### src/rtl/accel_spi_responder_if.sv
// SPI pin bundle between a mode-3 SPI master and the accelerometer responder.
// Framing: spi_csn low brackets a frame; MOSI is valid at SCLK rise, MISO changes after SCLK fall
// and is meaningful only while miso_oe is 1 (the pin floats otherwise).
interface accel_spi_responder_if;
  logic spi_csn;
  logic spi_sclk;
  logic spi_mosi;
  logic spi_miso;
  logic miso_oe;

  modport master (
    output spi_csn,
    output spi_sclk,
    output spi_mosi,
    input  spi_miso,
    input  miso_oe
  );

  modport slave (
    input  spi_csn,
    input  spi_sclk,
    input  spi_mosi,
    output spi_miso,
    output miso_oe
  );
endinterface

### src/rtl/accel_spi_responder.sv
// Oversampled SPI (mode 3) target modelling a 3-axis accelerometer: command decode,
// small register file and an incrementing X/Y/Z sample pattern.
module accel_spi_responder #(
  parameter logic [7:0] WHO_AM_I_VAL = 8'h33,
  parameter logic [7:0] X_INIT       = 8'h9A,
  parameter logic [7:0] X_STEP       = 8'h20
) (
  input  logic                        clk_in,
  input  logic                        nrst,
  accel_spi_responder_if.slave        spi,
  output logic [7:0]                  ctrl_reg1,
  output logic [7:0]                  temp_cfg,
  output logic [7:0]                  ctrl_reg4,
  output logic                        frame_done,
  output logic [1:0]                  state_dbg
);

  localparam logic [1:0] S_IDLE = 2'd0;
  localparam logic [1:0] S_CMD  = 2'd1;
  localparam logic [1:0] S_DATA = 2'd2;

  // [0],[1] form the synchronizer, [2] is the previous value for edge detection.
  // CSN resets to 0 so a bus held low across reset never looks like a fresh csn_fall.
  logic [2:0] csn_sr;
  logic [2:0] sclk_sr;
  logic [1:0] mosi_sr;

  always_ff @(posedge clk_in or negedge nrst) begin
    if (!nrst) begin
      csn_sr  <= 3'b000;
      sclk_sr <= 3'b111;
      mosi_sr <= 2'b00;
    end else begin
      csn_sr  <= {csn_sr[1:0], spi.spi_csn};
      sclk_sr <= {sclk_sr[1:0], spi.spi_sclk};
      mosi_sr <= {mosi_sr[0], spi.spi_mosi};
    end
  end

  logic csn_fall, csn_rise, sclk_rise, sclk_fall, mosi_s;
  assign csn_fall  = ~csn_sr[1] &  csn_sr[2];
  assign csn_rise  =  csn_sr[1] & ~csn_sr[2];
  assign sclk_rise =  sclk_sr[1] & ~sclk_sr[2];
  assign sclk_fall = ~sclk_sr[1] &  sclk_sr[2];
  assign mosi_s    = mosi_sr[1];

  logic [1:0] state;
  logic [2:0] bit_cnt;
  logic [7:0] shift_in;
  logic [7:0] shift_out;
  logic       rw;
  logic       ms;
  logic [5:0] addr;
  logic [7:0] x_l;
  logic       x_read;
  logic [5:0] next_addr;
  logic [5:0] cmd_addr;
  logic [7:0] wdata;

  assign next_addr = ms ? addr + 6'd1 : addr;
  assign cmd_addr  = {shift_in[4:0], mosi_s};
  assign wdata     = {shift_in[6:0], mosi_s};
  assign state_dbg = state;

  function automatic logic [7:0] read_reg(input logic [5:0] a);
    case (a)
      6'h0F:   return WHO_AM_I_VAL;
      6'h1F:   return temp_cfg;
      6'h20:   return ctrl_reg1;
      6'h23:   return ctrl_reg4;
      6'h28:   return x_l;
      6'h2A:   return x_l + 8'd1;
      6'h2C:   return x_l + 8'd2;
      default: return 8'h00;
    endcase
  endfunction

  always_ff @(posedge clk_in or negedge nrst) begin
    if (!nrst) begin
      state        <= S_IDLE;
      bit_cnt      <= 3'd0;
      shift_in     <= 8'h00;
      shift_out    <= 8'h00;
      rw           <= 1'b0;
      ms           <= 1'b0;
      addr         <= 6'h00;
      x_l          <= X_INIT;
      x_read       <= 1'b0;
      spi.spi_miso <= 1'b0;
      spi.miso_oe  <= 1'b0;
      frame_done   <= 1'b0;
      ctrl_reg1    <= 8'h07;
      temp_cfg     <= 8'h00;
      ctrl_reg4    <= 8'h00;
    end else begin
      frame_done <= 1'b0;
      if (csn_rise) begin
        // Partial bytes are simply dropped: nothing below commits until bit 8.
        if (state != S_IDLE) begin
          frame_done <= 1'b1;
          if (x_read) x_l <= x_l + X_STEP;
        end
        state       <= S_IDLE;
        bit_cnt     <= 3'd0;
        x_read      <= 1'b0;
        spi.miso_oe <= 1'b0;
      end else if (csn_fall) begin
        state       <= S_CMD;
        bit_cnt     <= 3'd0;
        x_read      <= 1'b0;
        spi.miso_oe <= 1'b0;
      end else begin
        case (state)
          S_CMD: begin
            if (sclk_rise) begin
              bit_cnt  <= bit_cnt + 3'd1;
              shift_in <= wdata;
              if (bit_cnt == 3'd7) begin
                rw    <= shift_in[6];
                ms    <= shift_in[5];
                addr  <= cmd_addr;
                state <= S_DATA;
                if (shift_in[6]) shift_out <= read_reg(cmd_addr);
              end
            end
          end
          S_DATA: begin
            if (rw) begin
              if (sclk_fall) begin
                spi.miso_oe  <= 1'b1;
                spi.spi_miso <= shift_out[7];
                bit_cnt      <= bit_cnt + 3'd1;
                if (bit_cnt == 3'd7) begin
                  if (addr == 6'h28) x_read <= 1'b1;
                  addr      <= next_addr;
                  shift_out <= read_reg(next_addr);
                end else begin
                  shift_out <= {shift_out[6:0], 1'b0};
                end
              end
            end else if (sclk_rise) begin
              bit_cnt  <= bit_cnt + 3'd1;
              shift_in <= wdata;
              if (bit_cnt == 3'd7) begin
                case (addr)
                  6'h1F:   temp_cfg  <= wdata;
                  6'h20:   ctrl_reg1 <= wdata;
                  6'h23:   ctrl_reg4 <= wdata;
                  default: ;
                endcase
                addr <= next_addr;
              end
            end
          end
          default: state <= S_IDLE;
        endcase
      end
    end
  end

endmodule

### src/flat_wrapper.sv
// flat-port wrapper written by rule: the top's interface ports become plain ports
module accel_spi_responder_flat 
#(
  parameter logic [7:0] WHO_AM_I_VAL = 8'h33,
  parameter logic [7:0] X_INIT       = 8'h9A,
  parameter logic [7:0] X_STEP       = 8'h20
)
  (clk_in, nrst, ctrl_reg1, temp_cfg, ctrl_reg4, frame_done, state_dbg, spi_spi_csn, spi_spi_sclk, spi_spi_mosi, spi_spi_miso, spi_miso_oe);
  accel_spi_responder_if spi_i ();
  input  logic clk_in;
  input  logic nrst;
  output logic [7:0] ctrl_reg1;
  output logic [7:0] temp_cfg;
  output logic [7:0] ctrl_reg4;
  output logic frame_done;
  output logic [1:0] state_dbg;
  input wire logic [$bits(spi_i.spi_csn)-1:0] spi_spi_csn;
  input wire logic [$bits(spi_i.spi_sclk)-1:0] spi_spi_sclk;
  input wire logic [$bits(spi_i.spi_mosi)-1:0] spi_spi_mosi;
  output wire logic [$bits(spi_i.spi_miso)-1:0] spi_spi_miso;
  output wire logic [$bits(spi_i.miso_oe)-1:0] spi_miso_oe;
  assign spi_i.spi_csn = spi_spi_csn;
  assign spi_i.spi_sclk = spi_spi_sclk;
  assign spi_i.spi_mosi = spi_spi_mosi;
  assign spi_spi_miso = spi_i.spi_miso;
  assign spi_miso_oe = spi_i.miso_oe;
  accel_spi_responder #(.WHO_AM_I_VAL(WHO_AM_I_VAL), .X_INIT(X_INIT), .X_STEP(X_STEP)) u_core (.clk_in(clk_in), .nrst(nrst), .spi(spi_i), .ctrl_reg1(ctrl_reg1), .temp_cfg(temp_cfg), .ctrl_reg4(ctrl_reg4), .frame_done(frame_done), .state_dbg(state_dbg));
endmodule
### config.mk
export PLATFORM = sky130hd
export DESIGN_NAME = accel_spi_responder_flat
export DESIGN_NICKNAME = d
export VERILOG_FILES = /design/src/rtl/accel_spi_responder_if.sv /design/src/rtl/accel_spi_responder.sv /design/src/flat_wrapper.sv
export SDC_FILE = /design/constraint.sdc
export NUM_CORES = 1
export LEC_CHECK = 0
export ABC_AREA = 1
export BUFFER_PORTS_ARGS = -buffer_cell sky130_fd_sc_hd__buf_4
export CAP_MARGIN = 40
export CORE_AREA = 2 2 113 104
export DETAILED_ROUTE_END_ITERATION = 16
export DIE_AREA = 0 0 115 106
export MAX_ROUTING_LAYER = met4
export PLACE_DENSITY = 0.56
export SLEW_MARGIN = 15
export SYNTH_ARGS = -nofsm -noshare
export SYNTH_HDL_FRONTEND = slang
export SYNTH_SLANG_ARGS = --single-unit
export TNS_END_PERCENT = 10
### constraint.sdc
create_clock -name clk_in -period 2 [get_ports clk_in]
set_input_delay 0.1 -clock clk_in [delete_from_list [all_inputs] [get_ports clk_in]]
set_output_delay 0.1 -clock clk_in [all_outputs]
set_load 0.02 [all_outputs]
# Word level (Yosys, flattened, before mapping)
# Cells that the tools add are included.
word_totals:
  output_inout_bits: 29
  regBits: 73
  input_bits: 5
  wordCells: 133
classes:
  muxes: 45
  bitwise: 11
  eq_ne: 33
  n_addsub: 5
  reduce_logical: 21
ops:
  columns: ["operator", "n"]
  rows:
  - ["$pmux 8 s7", 2]
  - ["$eq 6x6->1 const B", 13]
  - ["$mux 8", 8]
  - ["$mux 6", 7]
  - ["$pmux 8 s2", 2]
  - ["$reduce_and 7->1", 4]
  - ["$eq 6x5->1 const B", 3]
  - ["$mux 3", 5]
  - ["$reduce_and 5->1", 3]
  - ["$reduce_bool 3->1", 5]
  - ["$mux 1", 14]
  - ["$eq 6x4->1 const B", 2]
  - ["$pmux 6 s2", 1]
  - ["$ne 2x1->1 const B", 5]
  - ["$reduce_and 3->1", 3]
  - ["$add 8x1->8 const B", 1]
  - ["$add 8x2->8 const B", 1]
  - ["$add 8x6->8 const B", 1]
  - ["$mux 2", 4]
  - ["$ne 4x1->1 const B", 2]
  - ["$reduce_and 8->1", 1]
  - ["$not 1->1", 7]
  - ["$add 6x1->6 const B", 1]
  - ["$ne 3x1->1 const B", 2]
  - ["other kinds (14)", 18]

# Longest topological paths before layout
logic_depth:
  ltp_word: 8
  depth_mapped: 14
  depth_no_buf: 14

# Least setup slack after synthesis
# Ideal clock, no wire load.
synth_timing:
  path_kind: "register -> register"
  startpoint: "register u_core.state[0] (netlist: u_core.state_dbg[0])"
  endpoint: "register u_core.ctrl_reg1[3]"
  t_arrival_ns: 1.904
  period_less_slack_ns: 2.022
  path_stages_with_launch: 10
  path_slack_ns: -0.022
  setup_time_ns: 0.118
  path_cell_list: "dfrtp_1 > inv_1 > ha_1 > buf_4 > nand2_1 > nor4_2 > and3_1 > buf_2 > mux2i_1 > inv_1"
synth_via:
  elab_chain_cells: 2
synth_rtl:
  columns: ["element", "line_no", "rtl"]
  rows:
  - ["start: declaration", "accel_spi_responder.sv:47", "logic [1:0] state;"]
  - ["start signal: assignment", "accel_spi_responder.sv:80", "state <= S_IDLE;"]
  - ["start signal: assignment", "accel_spi_responder.sv:103", "state <= S_IDLE;"]
  - ["start signal: assignment", "accel_spi_responder.sv:108", "state <= S_CMD;"]
  - ["$eq 2x2->1", "accel_spi_responder.sv:113", "case (state)"]
  - ["$reduce_and 7->1 (no source line)", null, null]
  - ["end signal: assignment", "accel_spi_responder.sv:147", "6'h20: ctrl_reg1 <= wdata;"]
  - ["end: declaration", "accel_spi_responder.sv:11", "output logic [7:0] ctrl_reg1,"]
# Every way passes these cells.
# A chain may end at the register's enable or synchronous reset.

# Worst setup path after layout
layout_timing:
  startpoint: "register u_core.bit_cnt[0]"
  endpoint: "register u_core.shift_out[4]"
layout_via:
  elab_chain_cells: 5
  elab_cells_between_ends: 7
  cone_classes: "eq/ne (2); mux (4); reduce/logical (1)"
layout_rtl:
  columns: ["element", "line_no", "rtl"]
  rows:
  - ["start: declaration", "accel_spi_responder.sv:48", "logic [2:0] bit_cnt;"]
  - ["start signal: assignment", "accel_spi_responder.sv:116", "bit_cnt <= bit_cnt + 3'd1;"]
  - ["start signal: assignment", "accel_spi_responder.sv:132", "bit_cnt <= bit_cnt + 3'd1;"]
  - ["start signal: assignment", "accel_spi_responder.sv:142", "bit_cnt <= bit_cnt + 3'd1;"]
  - ["$eq 3x3->1 *", "accel_spi_responder.sv:118, accel_spi_responder.sv:133", null]
  - ["$mux 8", "accel_spi_responder.sv:133", "if (bit_cnt == 3'd7) begin"]
  - ["$mux 8", "accel_spi_responder.sv:129", "if (sclk_fall) begin"]
  - ["$mux 8", "accel_spi_responder.sv:128", "if (rw) begin"]
  - ["$pmux 8 s2", "accel_spi_responder.sv:113", null]
  - ["end signal: assignment", "accel_spi_responder.sv:123", "if (shift_in[6]) shift_out <= read_reg(cmd_addr);"]
  - ["end signal: assignment", "accel_spi_responder.sv:136", "shift_out <= read_reg(next_addr);"]
  - ["end signal: assignment", "accel_spi_responder.sv:138", "shift_out <= {shift_out[6:0], 1'b0};"]
  - ["end: declaration", "accel_spi_responder.sv:50", "logic [7:0] shift_out;"]
# Every way passes the cells marked *; elsewhere a longest branch is shown, timed or not. The select of a mux whose other input is x is not followed.

==> flow_summary.toml <==
[run_status]
status = "finished, final reports clean"

[clock_network]
cts_buffers = 9
clk_latency_ns = 0.33
cts_sinks = 67
cts_buffer_depth = 2
cts-root-buf = "clkbuf_16"
clk_pin_slew_ns = 0.06
htreeDepth = 3
tritoncts = "yes"

[global_routing]
gr-usage-met1_pct = 26.13
grt_max_degree = 47
grt_overflow_total = 0
grt_pass1_vias = 3324
busiest_layer = "met2"
antenna_found_initial = 0
met3_usage_pct = 3.136
grt_usage_pct = 18.94
use_met2_pct = 29.20
grt_pass1_wl_mm = 17.46

[finish]
utilization_pct = 45.95
diodes = 0
area_growth_pct = 35.77
layout-drive-gt1-share_pct = 30.96
final_common_cell = "nand2_1"
instances_no_fill = 698
layout_common_cells = "115 x nand2_1, 73 x buf_4, 57 x dfrtp_1, 45 x inv_1, 39 x nor2_1"
final_net_count = 572

[yosys]
ys_ff_latch = 67
yosys.cell_types.count = 38
synth_nets = 489
postSynthCellCount = 474
seq_area_frac_synth_pct = 44.83
syn-cell-area_mm2 = 0.003760
avgSynthCellArea_um2 = 7.932
yosysWarnings = 0

[drt]
drt_iter0_drc = 193
wire_per_inst_um = 15.38
num_vias = 3482
postRouteWirelength_mm = 10.74
ant_nets = 0
drcViolationCount = 0
first_pass_iters = 5
post_drt_via_cell_ratio = 4.989

[critical_path]
path_max_fanout = 8
worst_r2r_startpoint = "u_core.bit_cnt[0]$_DFFE_PN0P_"
ff2ff_setup_slack_ns = 0.03
critPathLaunchType = "flop"
cp_data_arrival_time_ns = 2.22
r2r-end = "u_core.shift_out[4]$_DFFE_PN0P_"
worstPathRequired_ns = 2.25
crit_type = "reg -> reg"
cp-startpoint = "u_core.bit_cnt[0]$_DFFE_PN0P_"
critPathCapture = "u_core.shift_out[4]$_DFFE_PN0P_"
r2r_cells = 12
end_kind = "flop"

[placement]
numPortBuffers = 33
placedCellCount = 664
routabilityCongestion = 0.9195
hpwlAfterDp_mm = 7.828

[floorplanning]
rows = 37
die_y_um = 106
die-area_mm2 = 0.01219
die_width_um = 115
io_pins = 34
core_area_mm2 = 0.01111
start_util_pct = 33.84

[sta]
rsz0062_at_grt = "yes"
setup_viol = 0
hold_viol = 0
slew_headroom_pct = 66.90
slew_violations = 0
min_period_ns = 1.969
tns_ns = 0
fmax_mhz = 507.9
clock-skew-final_ns = 0.008261
period_share_pct = 98.45
tightest_slew_ns = 0.4927

[power_and_ir_drop]
power_density_mw_per_mm2 = 983.0
ir_worst_vdd_uv = 477.8
power_leakage_uw = 0.002369

[flow_run]
max-cap-violations = 0

[min_path]
hp-class = "in -> async"
-- per-layer routing --
metal  vias to the layer above  wire, um
li1                       1728         -
met4                         0       130
met5                         -         0
met2                        66      5145
met3                         9       461
met1                      1679      4999
-- report_power, final --
| group | total, uW | internal, uW | switching, uW |
|---|---|---|---|
| sequential | 1850 | 1600 | 254 |
| clock | 1600 | 998 | 597 |
| combinational | 1570 | 670 | 900 |
| total | 5020 | 3270 | 1750 |
-- repair_timing --
action	CTS	global route
buffers inserted	5	9
setup endpoints to repair	13	40
pin swaps	8	12
hold endpoints to repair	24	0
gates resized for setup	17	45
hold buffers	4	0
-- cells by family (layout without fill, tap and decap cells) --
family	count (synthesis)	count (layout)	synth area share, %
AOI/OAI and AO/OA	72	72	11.25
xor gates and xnor gates	3	3	0.6990
adders and majority gates	10	10	3.328
buffers and inverters	61	149	6.589
DFF	67	67	44.83
muxes	10	10	2.729
and+or+nand+nor	251	251	30.58
-- worst min path at each step --
stage	startpoint	to	cells past startpoint
after floorplan	nrst	u_core.addr[0]$_DFFE_PN0P_	0
after global placement	spi_spi_sclk	u_core.sclk_sr[0]$_DFF_PN1_	1
after detailed placement	nrst	u_core.spi.miso_oe$_DFFE_PN0P_	1
after CTS	nrst	u_core.spi.miso_oe$_DFFE_PN0P_	2
after global routing	nrst	u_core.spi.miso_oe$_DFFE_PN0P_	2
final	nrst	u_core.spi.miso_oe$_DFFE_PN0P_	2
-- flip-flops by register name, indices dropped and copies added, names as in the netlist, 2 cells and up --
signal and count:
u_core.temp_cfg 8, u_core.ctrl_reg1 8, u_core.sclk_sr 3, u_core.shift_in 7, u_core.mosi_sr 2, u_core.x_l 3, u_core.ctrl_reg4 8, u_core.csn_sr 3
u_core.addr 6, u_core.state_dbg 2, u_core.bit_cnt 3, u_core.shift_out 8
-- area by class of cell --
| class | count | area [um^2] |
|---|---|---|
| Clock inverter | 4 | 50.05 |
| Clock buffer | 12 | 246.5 |
| Multi-Input combinational cell | 346 | 2057 |
| Timing Repair Buffer | 82 | 695.7 |
| Inverter | 51 | 196.4 |
| Fill cell | 1103 | 6006 |
| Sequential cell | 67 | 1689 |
| Tap cell | 136 | 170.2 |
-- synthesized netlist by cell type --
cell	count	area share (%)
o31ai_1	1	0.20
a21oi_1	15	2.0
o21ai_1	1	0.13
a2111oi_2	1	0.40
nor4_2	1	0.33
buf_6	1	0.30
dfstp_2	7	4.9
o21ai_0	37	4.9
dfrtp_1	60	40
mux2_2	2	0.60
nand3_2	3	0.80
clkbuf_1	4	0.40
o2111ai_1	1	0.23
nor3_1	6	0.80
nor2_2	4	0.67
inv_1	50	5.0
nand2_2	4	0.67
a21oi_2	8	1.9
nor3_2	2	0.53
nor4_4	1	0.57
nand2_1	130	13
nand3_1	39	5.2
inv_4	1	0.17
o211ai_1	4	0.80
a21boi_0	1	0.20
nor2_4	3	0.90
xnor2_1	3	0.70
and3_1	2	0.33
nor2_1	44	4.4
nand2_4	3	0.90
nand3b_1	1	0.20
buf_2	4	0.53
buf_4	1	0.20
nand4_1	7	1.2
nor4_1	1	0.17
o22ai_1	3	0.50
mux2i_1	8	2.1
ha_1	10	3.3
-- worst max-delay path: stages, from the launching register on --
cell and delay (ns):
dfrtp_1 0.35, ha_2 0.20, ha_4 0.13, buf_4 0.11, nand2_1 0.08, nand2_2 0.09
nand2_2 0.08, nor4_4 0.27, buf_12 0.16, buf_4 0.15, buf_4 0.12, nor2_1 0.04
a21oi_2 0.10
-- metrics by stage --
stage	hold slack [ns]	instance area, um^2	total power, uW	setup slack [ns]
CTS	0.2182	4867	4813	0.0009519
global placement	0.2084	4399	3022	-0.009038
global route	0.2265	5105	5317	-0.1028
detailed placement	0.02493	4427	3059	-0.08906
finish	0.2084	5105	5018	0.03101
floorplan	-0.1956	3762	2596	0.02484
(Power assumes the default switching activity.)
